$ cat src/rtl/atm_session_ctrl.sv
// atm_session_ctrl: ATM session FSM (card, language, PIN lockout, withdraw/deposit/inquiry); `ATM_DAY_LIMIT_EN adds a per-session withdraw limit
module atm_session_ctrl #(
  parameter int BAL_W = 8,
  parameter int AMT_W = 6,
  parameter int PIN_W = 4,
  parameter int MAX_TRIES = 3,
  parameter logic [BAL_W-1:0] INIT_BAL = 50,
  parameter logic [PIN_W-1:0] INIT_PIN = 4'b1101,
  parameter int DAY_LIMIT = 40
) (
  input  logic             clk,
  input  logic             rst,
  input  logic             card_in,
  input  logic             lang_ok,
  input  logic             exit_req,
  input  logic [PIN_W-1:0] pin,
  input  logic             pin_valid,
  input  logic [1:0]       op,
  input  logic             op_valid,
  input  logic [AMT_W-1:0] amount,
  input  logic             amt_valid,
  output logic [BAL_W-1:0] balance_out,
  output logic             txn_done,
  output logic [1:0]       txn_err,
  output logic             card_eject,
  output logic             locked,
  output logic             busy
);
  typedef enum logic [2:0] {S_IDLE, S_LANG, S_PIN, S_MENU, S_AMOUNT, S_EXEC, S_EJECT} state_t;
  state_t state, next;
  logic [BAL_W-1:0] bal, bal_n;
  logic [3:0] tries, tries_inc;
  logic op_q, card_d, exit, pin_ok, pin_bad_last, lim;
  logic [AMT_W-1:0] amt_q;
  logic [BAL_W:0] amt_x, sum;
  logic [1:0] err;
  assign exit = exit_req || !card_in;
  assign pin_ok = pin == INIT_PIN;
  assign tries_inc = tries + 4'd1;
  assign pin_bad_last = !pin_ok && tries_inc >= 4'(MAX_TRIES);
  assign amt_x = (BAL_W+1)'(amt_q);
  assign sum = {1'b0, bal} + amt_x;
  assign bal_n = op_q ? sum[BAL_W-1:0] : bal - amt_x[BAL_W-1:0];
  assign err = op_q ? {sum[BAL_W], 1'b0} : lim ? 2'b11 : {1'b0, amt_x > {1'b0, bal}};
`ifdef ATM_DAY_LIMIT_EN
  logic [BAL_W:0] acc;
  assign lim = ({1'b0, acc} + {1'b0, amt_x}) > (BAL_W+2)'(DAY_LIMIT);
  always_ff @(posedge clk) begin
    if (rst || state == S_EJECT) acc <= '0;
    else if (state == S_EXEC && !op_q && err == 2'b00) acc <= acc + amt_x;
  end
`else
  assign lim = 1'b0;
`endif
  always_comb begin
    next = state;
    case (state)
      S_IDLE:   next = card_in && !locked ? S_LANG : S_IDLE;
      S_LANG:   next = exit ? S_EJECT : lang_ok ? S_PIN : S_LANG;
      S_PIN:    next = exit ? S_EJECT : !pin_valid ? S_PIN : pin_ok ? S_MENU : pin_bad_last ? S_EJECT : S_PIN;
      S_MENU:   next = exit ? S_EJECT : !op_valid ? S_MENU : op == 2'b11 ? S_EJECT : !op[1] ? S_AMOUNT : S_MENU;
      S_AMOUNT: next = exit ? S_EJECT : amt_valid && amount != '0 ? S_EXEC : S_AMOUNT;
      S_EXEC:   next = S_MENU;
      S_EJECT:  next = S_IDLE;
      default:  next = S_IDLE;
    endcase
  end
  always_ff @(posedge clk) begin
    if (rst) begin
      state <= S_IDLE;
      bal <= INIT_BAL;
      tries <= '0;
      op_q <= 1'b0;
      amt_q <= '0;
      card_d <= 1'b0;
      balance_out <= '0;
      txn_done <= 1'b0;
      txn_err <= 2'b00;
      card_eject <= 1'b0;
      locked <= 1'b0;
      busy <= 1'b0;
    end else begin
      state <= next;
      busy <= next != S_IDLE;
      card_d <= card_in;
      txn_done <= 1'b0;
      card_eject <= 1'b0;
      // a locked controller refuses each fresh insertion with one eject pulse
      if (state == S_IDLE && locked && card_in && !card_d) card_eject <= 1'b1;
      if (state == S_PIN && !exit && pin_valid) begin
        tries <= pin_ok ? '0 : tries_inc;
        if (pin_bad_last) locked <= 1'b1;
      end
      if (state == S_MENU && !exit && op_valid) begin
        op_q <= op[0];
        if (op == 2'b10) begin
          balance_out <= bal;
          txn_done <= 1'b1;
          txn_err <= 2'b00;
        end
      end
      if (state == S_AMOUNT) amt_q <= amount;
      if (state == S_EXEC) begin
        txn_done <= 1'b1;
        txn_err <= err;
        if (err == 2'b00) begin
          bal <= bal_n;
          balance_out <= bal_n;
        end
      end
      if (state == S_EJECT) begin
        card_eject <= 1'b1;
        if (!locked) tries <= '0;
      end
    end
  end
endmodule

$ cat config.mk
export PLATFORM = sky130hd
export DESIGN_NAME = atm_session_ctrl
export DESIGN_NICKNAME = d
export VERILOG_FILES = /design/src/rtl/atm_session_ctrl.sv
export SDC_FILE = /design/constraint.sdc
export NUM_CORES = 1
export LEC_CHECK = 0
export ABC_CLOCK_PERIOD_IN_PS = 3100
export CAP_MARGIN = 0
export CELL_PAD_IN_SITES_DETAIL_PLACEMENT = 0
export CELL_PAD_IN_SITES_GLOBAL_PLACEMENT = 1
export CORE_AREA = 2 2 91 93
export DETAILED_ROUTE_END_ITERATION = 12
export DIE_AREA = 0 0 93 95
export PLACE_DENSITY_LB_ADDON = 0.1
export SLEW_MARGIN = 20
export SYNTH_ARGS = -nofsm -noshare
export SYNTH_HDL_FRONTEND = slang
export SYNTH_SLANG_ARGS = --single-unit
$ cat constraint.sdc
create_clock -name clk -period 3.1 [get_ports clk]
set_input_delay 0.465 -clock clk [delete_from_list [all_inputs] [get_ports clk]]
set_output_delay 0.465 -clock clk [all_outputs]
set_load 0.05 [all_outputs]
==> Word-level counts from Yosys, hierarchy flattened <==
Index checks and enable logic that the tools add are counted.
{ "classes": {"add_sub_neg": 3, "magnitude_cmp": 2, "eq_ne": 9, "muxes": 32, "reduce_logical": 25} }
{ "op_table": {"columns": ["cell", "count"], "rows": [
  ["$mux 8", 5],
  ["$mux 3", 9],
  ["$pmux 3 s6", 1],
  ["$mux 4", 4],
  ["$mux 2", 6],
  ["$logic_and 1x1->1", 10],
  ["$add 8x6->9", 1],
  ["$eq 3x3->1 const B", 3],
  ["$gt 6x8->1", 1],
  ["$sub 8x6->8", 1],
  ["$mux 1", 7],
  ["$eq 3x2->1 const B", 2],
  ["$reduce_and 2->1", 3],
  ["$reduce_bool 6->1", 1],
  ["$logic_not 1->1", 5],
  ["$add 4x1->4 const B", 1],
  ["$eq 2x2->1 const B", 2],
  ["$eq 4x4->1 const B", 1],
  ["$ge 4x2->1 const B", 1],
  ["$reduce_bool 2->1", 2],
  ["$eq 3x1->1 const B", 1],
  ["$logic_not 3->1", 1],
  ["$reduce_bool 3->1", 1],
  ["$logic_not 2->1", 1],
  ["$logic_or 1x1->1", 1]
]} }
{ "word_totals": {"reg_bits": 37, "input_bits": 20, "word_cells": 83} }

==> Logic depth before layout (Yosys ltp) <==
{ "logic_depth": {"depth_word": 9, "depth_mapped": 10, "mapped_depth_nobuf": 9} }

==> Least setup slack after synthesis <==
No wires, ideal clock.
{ "synth_path": {"kind": "register to register", "startpoint": "reg bal[0]", "endpoint": "reg balance_out[5]", "setup_time_ps": 79, "t_arrival_ps": 2286, "required_ps": 3021, "path_slack_ps": 734, "path_stages_with_launch": 11, "n_path_buf": 1, "period_less_slack_ps": 2366, "path_cell_list": "dfxtp_1 > inv_1 > ha_1 > fa_1 > and2b_1 > o2111ai_1 > a41o_4 > or2_4 > buf_6 > and3_1 > a211oi_2"} }
{ "synth_between": {"elab_chain_cells": 5, "word_cells_on_any_way": 8, "cone_classes": "add/sub: 2; order compare: 1; mux: 4; reduce/logical: 1"} }
{ "synth_rtl": {"columns": ["item", "line_no", "source"], "rows": [
  ["start: declaration", "31", "logic [BAL_W-1:0] bal, bal_n;"],
  ["start signal: assignment", "107", "bal <= bal_n;"],
  ["$add 8x6->9 / $gt 6x8->1 (equally long branches)", "42, 44", null],
  ["$mux 2", "44", "assign err = op_q ? {sum[BAL_W], 1'b0} : lim ? 2'b11 : {1'b0, amt_x > {1'b0, bal}};"],
  ["$logic_not 2->1", "106", "if (err == 2'b00) begin"],
  ["$mux 8 *", "106", null],
  ["$mux 8 *", "103", "if (state == S_EXEC) begin"],
  ["end signal: assignment", "97", "balance_out <= bal;"],
  ["end signal: assignment", "108", "balance_out <= bal_n;"],
  ["end: declaration", "22", "output logic [BAL_W-1:0] balance_out,"]
]} }
Mark *: on every way between the ends. The rest lies on a longest branch, timed or not.
A chain may end at the register's enable or synchronous reset.

==> Final worst setup path <==
{ "layout_path": {"startpoint": "reg bal[0]", "endpoint": "reg balance_out[7]"} }
The elaborated chain is that of the path after synthesis.

==> run summary <==
Synth Area in Simple Gates: 23.43%
CP Class: reg2reg
CTS resizes: 0
Syn Nets: 314
Initial antenna violation count: 0
Row cnt: 33
Hold_sp: txn_err[1]
Min Clock Period, post-route: 2.546 ns
Post-synth EDFFs: 0
F_max: 392.8 MHz
Post-Route WL: 6134 um
Highest metal used: met4
Mux cell area share after synthesis: 2.219%
Ys Warns: 0
Final Util: 35.80%
Pwr per Cell Area: 547.0 nW/um2
Hold Path Stages: 2
Via count: 2065
Layout fillers: 866
Layout area overhead: 22.73%
Post-route antenna net violation count: 0
Worst R2R End: balance_out[7]
Crit-path slowest cell: fa_1
Met2 WL: 2848 um
Die width: 93 um
Clock tree buffer depth: 2
Max-cap violations: 0
Final net count: 344
Hold endpoint: txn_err[1]
Final setup violation count: 0
Outcome: finished, final reports clean
Initial Util: 29.17%
Final number of hold-violating endpoints: 0
Required time of the critical path: 3.28 ns
Xor/xnor share of the synthesized area: 2.652%
Largest stage delay on the critical path: 0.41 ns
I/O pins: 34
Vias per cell: 4.988
CP Buf/Inv Count: 1
Register bit total from synthesis: 37
Hold crit path type: reg2reg
Relative slew slack: 58.46%
Async SR Flop Fraction: 0%
Routed len/inst: 14.82 um
Setup Skew: 0.006909 ns
First-pass DRT Iterations: 5
CTS tree: built
Sequential share of the synthesized area: 32.03%
Root buffer cell: clkbuf_8
Core area: 7928 um2
1st-iter DRT viols: 123
Final Slew Violations: 0
Post-Synthesis Cells: 278
Max FO, Critical Path: 16
Met3 WL: 259 um
Clock latency on the worst-skew pair: 0.29 ns
R2R Setup Slk: 0.55 ns
Least-Margin Pin Slew: 0.6179 ns
Clock Sinks: 37
Clk slew on worst S/H paths: 0.08 ns
Ant diodes: 0
Synth Area in Adders: 9.307%
Syn Std Cell Area: 2312 um2
Share of cells above drive strength 1: 8.738%
Worst vdd rail ir drop: 213.1 uV
Most common flop cell mapped by yosys: dfxtp_1
Hpwl dp: 4708 um
H-tree depth: 2
Largest family of logic cells by synthesized area: compound AO/OA/AOI/OAI gates
Drt drc: 0
Chip Height: 95 um
R2R cell count: 9
GRT overflow: 0
Cts hold-fix bufs: 0
First-pass GRT wire length: 10430 um
WP data arrival: 2.73 ns
Final period util: 82.13%
Pwr Total: 1.552 mW
Synthesized area per cell: 8.317 um2
Leakage power: 1.053 nW
Top Family by Delay on Critical Path: compound AO/OA/AOI/OAI gates
Post-CTS setup buffer count: 0
IO buf count: 33
Vias in the first global route: 2052
Largest net degree at the start of global routing: 26
Setup TNS: 0 ns
RSZ-0062 raised after global routing: false
Unique masters post-synth: 68
Die area: 8835 um2
M1 WL: 3003 um
TritonCTS buffer count: 5
GRT Resource Usage Total: 15.01%
Worst r2r src: bal[0]
Compound-Gate Fraction of Synth Area: 23.59%
Worst setup EP type: flip-flop
Routability cong.: 0.7775
Critical path cell sequence: inv_1 > ha_1 > fa_1 > and2b_1 > o2111ai_1 > a41o_4 > nor2_4 > o22ai_1 > a311o_1
Critical path launch point type: flip-flop
-- layout make-up --
class / count / area [um2] / share of cell area (%)
clock buffers: 6 / 72.57 / 2.557
clock inverters: 2 / 38.79 / 1.367
inverters: 21 / 78.83 / 2.778
multi-input cells: 206 / 1415 / 49.87
flip-flops and latches: 37 / 740.7 / 26.10
well taps: 105 / 131.4 / 4.630
repair buffers: 37 / 360.3 / 12.70
-- metrics by stage --
stage | instances | worst slack [ns] | instance area [um2] | hold slack [ns]
floorplan | 278 | 0.7342 | 2312 | 0.4680
global placement | 406 | 0.5614 | 2726 | 0.4677
detailed placement | 406 | 0.5539 | 2726 | 0.4663
CTS | 414 | 0.5419 | 2838 | 0.4857
global route | 414 | 0.3957 | 2838 | 0.5207
finish | 414 | 0.5539 | 2838 | 0.4866
-- cells in the mapped netlist (all sizes together), types with 5 or more instances --
library cell	instances	area, um2
a31oi	9	56.30
nand2	26	97.59
buf	7	51.30
inv	20	75.07
clkbuf	7	26.28
dfxtp	37	740.7
a21oi	22	113.9
nor3	8	40.04
o21ai	9	48.79
nand3	9	50.05
nor2	30	120.1
ha	14	175.2
a211oi	6	60.06
nand2b	5	31.28
-- power by group --
group          switching, mW  internal [mW]
sequential            0.0736          0.529
combinational          0.303          0.222
clock                  0.183          0.242
total                  0.559          0.993
-- cells in the final DEF (no fill, tap or decap), types with 3 or more instances in the layout --
cell type | netlist | routed
nand3_1 | 8 | 8
xor2_1 | 3 | 3
and3_1 | 3 | 3
a211oi_2 | 3 | 3
nand2_1 | 26 | 26
nor3_1 | 8 | 8
nor2_1 | 29 | 29
mux2i_1 | 4 | 4
a211oi_1 | 3 | 3
o21ai_0 | 7 | 7
ha_1 | 14 | 14
inv_1 | 19 | 19
dfxtp_1 | 37 | 37
clkdlybuf4s50_1 | 0 | 33
nor2b_1 | 4 | 4
xnor2_1 | 4 | 4
a21o_1 | 4 | 4
a21oi_1 | 21 | 21
o21bai_1 | 3 | 3
buf_4 | 4 | 4
nand2b_1 | 5 | 5
clkbuf_8 | 0 | 5
a31oi_1 | 9 | 9
-- metal layers --
metal,GRT usage (%),vias to the layer above
li1,-,1042
met1,20.32,971
met2,25.12,48
met3,3.033,4
met4,2.574,0
met5,0,-
-- cell families after synthesis --
kind of cell | Yosys count
flops | 37
compound gates | 74
fa+ha+maj | 16
xor+xnor | 7
simple gates | 104
mux | 5
buf+inv | 35
-- tightest hold or removal path: cells and delay by family (launching register included) --
kind | cells | cell delay (ns)
DFF | 1 | 0.32
and+or+nand+nor | 1 | 0.06
AOI/OAI and AO/OA | 1 | 0.06
-- worst max path at each step --
stage,endpoint,cells after the start,from
after floorplan,balance_out[5],10,bal[0]
after global placement,balance_out[7],7,card_in
after detailed placement,balance_out[7],9,bal[0]
after CTS,balance_out[7],9,bal[0]
after global routing,balance_out[6],9,bal[0]
final,balance_out[7],9,bal[0]
-- state kept, by name (all words and copies together) (netlist names), 2 cells and up --
signal / count
balance_out: 8
amt_q: 6
txn_err: 2
state: 3
tries: 4
bal: 8
No activity file was read; power rests on OpenSTA's default activity.
